===== src/rtl/moving_sum_cplx.sv =====
// moving_sum_cplx
//   Complex sliding-window accumulator for the OFDM synchronisation path.
//   It keeps the last WIN accepted samples in a circular delay line and
//   maintains a running sum: sum += new - oldest. While the window is filling
//   (FILL), the oldest sample is ignored, so the delay line never needs
//   clearing.
//
// Parameters
//   DW  : signed width of each input component
//   WIN : window length in samples (2..1024, any integer)
//   AW  : pointer width, derived -- do not override
//   SW  : sum width, derived so the sum cannot overflow -- do not override
//
// Ports
//   clk            : clock, rising edge
//   rst            : synchronous active-high reset (same effect as clr)
//   ena            : input sample valid, one sample per cycle
//   clr            : synchronous window restart, priority over ena
//   din_Re/din_Im  : signed input sample
//   sum_Re/sum_Im  : registered signed window sum
//   sum_vld        : pulse, the sum was updated on the previous edge
//   full           : window holds WIN samples (state RUN)
module moving_sum_cplx #(
  parameter int DW  = 16,
  parameter int WIN = 64,
  parameter int AW  = $clog2(WIN),
  parameter int SW  = DW + $clog2(WIN)
) (
  input  logic                 clk,
  input  logic                 rst,
  input  logic                 ena,
  input  logic                 clr,
  input  logic signed [DW-1:0] din_Re,
  input  logic signed [DW-1:0] din_Im,
  output logic signed [SW-1:0] sum_Re,
  output logic signed [SW-1:0] sum_Im,
  output logic                 sum_vld,
  output logic                 full
);

  localparam logic [0:0] FILL = 1'b0;
  localparam logic [0:0] RUN  = 1'b1;

  function automatic logic signed [SW-1:0] sext(input logic signed [DW-1:0] x);
    return {{(SW-DW){x[DW-1]}}, x};
  endfunction

  logic signed [DW-1:0] mem_re [WIN];
  logic signed [DW-1:0] mem_im [WIN];

  logic [0:0]           state_p1;
  logic [AW-1:0]        wr_ptr_p1;
  logic [AW:0]          cnt_p1;
  logic signed [SW-1:0] sum_re_p1;
  logic signed [SW-1:0] sum_im_p1;
  logic                 vld_p1;

  logic                 accept_p0;
  logic signed [DW-1:0] old_re_p0;
  logic signed [DW-1:0] old_im_p0;
  logic signed [SW-1:0] sub_re_p0;
  logic signed [SW-1:0] sub_im_p0;
  logic signed [SW-1:0] nxt_re_p0;
  logic signed [SW-1:0] nxt_im_p0;

  // ---- stage p0: read oldest sample, form next sum ----
  assign accept_p0 = ena & ~clr & ~rst;
  assign old_re_p0 = mem_re[wr_ptr_p1];
  assign old_im_p0 = mem_im[wr_ptr_p1];
  // During FILL the slot under the pointer holds stale data, so it is not subtracted.
  assign sub_re_p0 = (state_p1 == RUN) ? sext(old_re_p0) : '0;
  assign sub_im_p0 = (state_p1 == RUN) ? sext(old_im_p0) : '0;
  assign nxt_re_p0 = sum_re_p1 + sext(din_Re) - sub_re_p0;
  assign nxt_im_p0 = sum_im_p1 + sext(din_Im) - sub_im_p0;

  // ---- stage p1: delay line write ----
  always_ff @(posedge clk) begin
    if (accept_p0) begin
      mem_re[wr_ptr_p1] <= din_Re;
      mem_im[wr_ptr_p1] <= din_Im;
    end
  end

  // ---- stage p1: sum, pointer, fill tracking ----
  always_ff @(posedge clk) begin
    if (rst || clr) begin
      state_p1  <= FILL;
      wr_ptr_p1 <= '0;
      cnt_p1    <= '0;
      sum_re_p1 <= '0;
      sum_im_p1 <= '0;
      vld_p1    <= 1'b0;
    end else if (ena) begin
      sum_re_p1 <= nxt_re_p0;
      sum_im_p1 <= nxt_im_p0;
      vld_p1    <= 1'b1;
      wr_ptr_p1 <= (wr_ptr_p1 == AW'(WIN-1)) ? '0 : wr_ptr_p1 + AW'(1);
      if (state_p1 == FILL) begin
        cnt_p1 <= cnt_p1 + (AW+1)'(1);
        if (cnt_p1 == (AW+1)'(WIN-1)) state_p1 <= RUN;
      end
    end else begin
      vld_p1 <= 1'b0;
    end
  end

  assign sum_Re  = sum_re_p1;
  assign sum_Im  = sum_im_p1;
  assign sum_vld = vld_p1;
  assign full    = (state_p1 == RUN);

endmodule


===== config.mk =====
export PLATFORM = sky130hd
export DESIGN_NAME = moving_sum_cplx
export DESIGN_NICKNAME = d
export VERILOG_FILES = /design/src/rtl/moving_sum_cplx.sv
export SDC_FILE = /design/constraint.sdc
export NUM_CORES = 2
export LEC_CHECK = 0
export CORE_MARGIN = 2
export CORE_UTILIZATION = 40
export CTS_BUF_LIST = sky130_fd_sc_hd__clkbuf_4
export DETAILED_ROUTE_END_ITERATION = 7
export SLEW_MARGIN = 20
export SYNTH_ARGS = -nofsm -noshare
export SYNTH_HDL_FRONTEND = slang
export SYNTH_SLANG_ARGS = --single-unit

===== constraint.sdc =====
create_clock -name clk -period 10.47 [get_ports clk]
set_input_delay 2.094 -clock clk [delete_from_list [all_inputs] [get_ports clk]]
set_output_delay 2.094 -clock clk [all_outputs]
set_load 0.01 [all_outputs]

# == Yosys cells after proc, flatten, opt, wreduce, memory -nomap -nowiden ==
# Memory sizes are Yosys's and may differ from the RTL's. A register that Yosys moved wholly into a read port is not among the register bits.
# Index checks and enable logic that the tools add are counted.
# totals
reg_bits,59
ramBits,2048
out_inout_bits,46
wordCells,35
memories,2
# op_classes
n_addsub,6
n_eq_ne,2
mux,12
n_bitwise,5
n_reduce_logical,2
# memory_table
memory,depth,word_bits,read_ports,rd_clocked_by_memory_dff,write_ports,line_no,text
mem_im,64,16,1,1,1,49,logic signed [DW-1:0] mem_im [WIN];
mem_re,64,16,1,1,1,48,logic signed [DW-1:0] mem_re [WIN];
# ops
op,n
adder 22 x 16 -> 22 bit,2
2-to-1 mux 22 bit,2
subtractor 22 bit,2
2-to-1 mux 6 bit,5
"adder 7 x 1 -> 7 bit, second input constant",1
"equality test 7 x 6 -> 1 bit, second input constant",1
"adder 6 x 1 -> 6 bit, second input constant",1
"equality test 6 bit, second input constant",1
2-to-1 mux 1 bit,5
inverter 1 bit,3
AND 1 bit,2
AND reduction 2 bit,1
logical OR 1 bit,1

# == Logic depth before layout (Yosys ltp) ==
# depth
depth_word,5
mapped_depth,23

# == Worst setup path after synthesis ==
# Ideal clock, no wire load.
# synth_path
path_kind,in2reg
startpoint,input clr
endpoint,memory mem_im[45][0] (enable)
arrival_ns,4.758
t_required_ns,10.049
path_slack_ns,5.291
cell_stages,7
path_cell_list,nor2_1 > nand2_1 > clkbuf_1 > inv_1 > clkbuf_1 > nand4b_1 > nor2_1
# synth_between
elab_chain_cells,5
# synth_rtl
item,line_no,text
start: declaration,32,"input logic clr,"
inverter 1 bit,67,assign accept_p0 = ena & ~clr & ~rst;
AND 1 bit (2 in series),67,
2-to-1 mux 1 bit,78,if (accept_p0) begin
2-to-1 mux 1 bit (implied by the code),80,mem_im[wr_ptr_p1] <= din_Im;
end: declaration,49,
# No other way between the ends.

==> results.tsv <==
stage	metric	value	unit
layout	multi-input logic area	20200	um2
synth	Synth area leaders	edfxtp_1, mux4_2, dfxtp_1, mux2i_1, fa_1	
layout	area delta synth->final	13.3	%
sta	Setup Skew	0.0915	ns
cts	CTS resizes	0	
sta	Hold Fails Final Rpt	0	
cts	clock transition at the registers of the reported paths	0.07	ns
pwr	clock power share	39.8	%
die	Core ar.	209000	um2
global_route	initial antenna violation count	11	
place	RePlAce Congestion	0.859	
sta	Slew headroom	24.2	%
critical_path	crit path kind	flop to flop	
synth	mean area per synthesized cell	21.3	um2
synth	Post-Synthesis Cells	3952	
min_path	worst hold path cell count	2	
layout	Layout fillers	18000	
sta	Setup TNS	0	ns
detailed_routing	DRT iter0 DRCs	4678	
die	initial core utilization	40.2	%
critical_path	crit end category	flop	
pwr	cell leakage power	29.7	nW
sta	Slew @ Worst Pin	1.13	ns
synth	most common cell in the synthesized netlist	edfxtp_1	
pwr	internal power	0.0132	W
flow_run	max cap viols	0	
layout	Layout Cells excl Fill	7660	
critical_path	CP Data Required Time	11.74	ns
critical_path	r2r endpoint	sum_Re[19]$_SDFFE_PP0P_	
min_path	worst min-delay path class	flop to flop	
pwr	Seq pwr share	55.1	%
global_route	pin count of the biggest net entering global routing	125	
cts	root buffer cell	clkbuf_4	
synth	share of the synthesized area in the top cell type	73.1	%
pwr	combinational share of power	5.1	%
status	status	finished, final reports clean	
layout	nets@finish	4647	
min_path	min-delay src	sum_Re[21]$_SDFFE_PP0P_	
detailed_routing	DR WL/cell	29.3	um
detailed_routing	Initial DRT Pass Iterations	5	
critical_path	R2R setup slack	3.99	ns
synth	Main synth FF type	edfxtp_1	
cts	clock tree buffer depth	4	
cts	CTS buffer count	553	
layout	layout cells sized above 1	34.1	%
global_route	grt ovf	0	
die	die span in x	463	um
cts	post-CTS setup buffers	0	
die	FP Rows	168	
die	Chip Height	463	um
synth	post-synth cell types	60	
place	dpl ws	3.91	ns
layout	Reg area	62800	um2
sta	RSZ-0062 raised after global routing	no	
synth	synthesized flop and latch total	2113	
critical_path	CP Data Arrival Time	7.75	ns
detailed_routing	residual DRC count	0	
global_route	vias in the first global route	44300	
detailed_routing	Routed Antenna Nets	0	
cts	Clock Latency Late Sink	1.38	ns
place	Port Buf Inserts	81	
critical_path	Max FO, Critical Path	90	
pwr	sw frac	22.1	%
critical_path	worst-path cell chain	buf_12, buf_4, mux4_2, mux4_2, mux2i_1, o22ai_1, fa_1, inv_1, ha_1, a21o_1, a21o_1, and2_1, o31ai_1, a21oi_1, or3_1, a32o_1	
pwr	switching power total	0.00373	W
critical_path	slowest CP cell	dfxtp_4	
synth	Post-synth EDFFs	2048	
global_route	first-pass GRT wire length	322000	um
synth	Post-Syn Nets	4078	
cts	CTS sink cnt	2113	
cts	H-tree depth	6	
synth	FFs w/ async S/R, synth	0	%
detailed_routing	Total Wirelength	225000	um
sta	final setup margin	3.99	ns
pwr	pwr/cell area	177	nW/um2
cts	CTS tree	built	
sta	Final Max Slew Viols	0	
critical_path	worst-case reg-to-reg path depth	16	
critical_path	critical path startpoint category	flop	
sta	final setup fails	0	
min_path	hold endpoint	sum_Re[21]$_SDFFE_PP0P_	
sta	clock period minus worst slack	6.48	ns
synth	Netlist Area Pre-Place	84200	um2
detailed_routing	via count	42800	
place	DP Wirelength	123000	um
synth	post-synth top area cell	edfxtp_1	
synth	sequential share of the synthesized area	74.6	%
sta	Fmax achieved	154	MHz
die	I/O pins	82	
critical_path	CP bufs+invs	3	
synth	Yosys Warn Count	0	
critical_path	critical path's top delay family	multiplexers	
die	die footprint	214000	um2
detailed_routing	routed vias/inst	5.59	
critical_path	max incr delay on CP	0.77	ns
place	placed insts	6771	
global_route	GRT Total Usage	21.0	%
pwr	Worst VDD drop	0.129	mV
sta	crit share post-route	61.9	%
cts	hold_buf cts	0	
synth	Post-synth top cells	edfxtp_1, mux4_2, inv_1	
## registers in the layout, summed over array words and instances (netlist names), named ones only
name       flops
full           1
cnt_p1         7
mem_re      1024
sum_vld        1
wr_ptr_p1      6
sum_Re        22
sum_Im        22
mem_im      1024
## worst register-to-register path, stage by stage (launching register included)
cell,delay [ns]
dfxtp_4,0.77
buf_12,0.58
buf_4,0.74
mux4_2,0.59
mux4_2,0.47
mux2i_1,0.57
o22ai_1,0.22
fa_1,0.52
inv_1,0.04
ha_1,0.21
a21o_1,0.19
a21o_1,0.18
and2_1,0.21
o31ai_1,0.38
a21oi_1,0.13
or3_1,0.31
a32o_1,0.25
## stage by stage
step           cell area (um2)  util (%)  total power, W  hold slack (ns)
5_1_grt                  95400      45.6          0.0176            0.507
4_1_cts                  95400      45.6          0.0171            0.490
2_1_floorplan            84200         -          0.0100            0.459
3_5_place_dp             89000      42.5          0.0104            0.483
3_3_place_gp             89000      42.5          0.0103            0.474
6_report                 95400      45.6          0.0169            0.484
## kinds of logic after synthesis
family,Yosys count,share of synthesized area (%)
adder cells (fa/ha/maj),90,1.71
AND/OR/NAND/NOR,354,1.95
AO/OA/AOI/OAI,267,2.05
multiplexers,726,17.4
buffers and inverters,368,1.95
XOR/XNOR,34,0.354
flip-flops,2113,74.6
## cells in the final DEF (no fill, tap or decap), drive strengths merged, types with 5 or more instances in the layout
cell,instances
edfxtp,2048
clkbuf,778
mux4,588
inv,177
buf,168
nor2,136
mux2i,128
nand2,86
a21oi,78
clkinv,75
dfxtp,65
ha,48
clkdlybuf4s50,48
fa,42
a211oi,37
o21ai,36
nand3,29
nor2b,28
o22ai,22
a21o,20
xor2,18
diode,17
nand4,16
xnor2,16
a31oi,13
nor3,11
mux2,10
a22oi,8
or3,8
nand2b,7
and3,7
bufinv,7
o21a,6
o2111ai,5
a311oi,5
o211ai,5
o31ai,5
## routing by layer
metal | GRT usage, % | part of all wire (%) | wire length (um) | vias to the layer above
li1 | - | - | - | 17800
met1 | 28.8 | 41 | 92400 | 22800
met2 | 33.2 | 48 | 108000 | 1881
met3 | 5.10 | 8.2 | 18400 | 315
met4 | 6.60 | 2.5 | 5600 | 8
met5 | 0 | 0.020 | 46 | -
## power by group through the flow
stage          clock network [W]  logic, W  registers (W)
5_1_grt                  0.00735  0.000939        0.00931
4_1_cts                  0.00691  0.000864        0.00931
6_report                 0.00672  0.000858        0.00931
2_1_floorplan                  0  0.000511        0.00949
3_3_place_gp                   0  0.000853        0.00949
3_5_place_dp                   0  0.000862        0.00949
## cell type report
type	count	area share, %
diodes	17	0.0446
well taps	2805	3.68
clock inverters	94	0.578
repair buffers	216	1.90
flip-flops and latches	2113	65.8
clock buffers	778	6.12
inverters	166	0.653
multi-input cells	1471	21.2
## worst max-delay path by stage
stage | slack, ns | end | cells after the start | start
floorplan | 5.29 | mem_im[45][0]$_DFFE_PP_ | 7 | clr
global placement | 3.95 | sum_Re[19]$_SDFFE_PP0P_ | 16 | flop
detailed placement | 3.91 | mem_re[37][4]$_DFFE_PP_ | 8 | clr
CTS | 3.91 | sum_Re[19]$_SDFFE_PP0P_ | 16 | flop
global route | 3.48 | sum_Re[19]$_SDFFE_PP0P_ | 16 | flop
finish | 3.99 | sum_Re[19]$_SDFFE_PP0P_ | 16 | flop
Note: power is estimated with default switching activity, not from simulation.
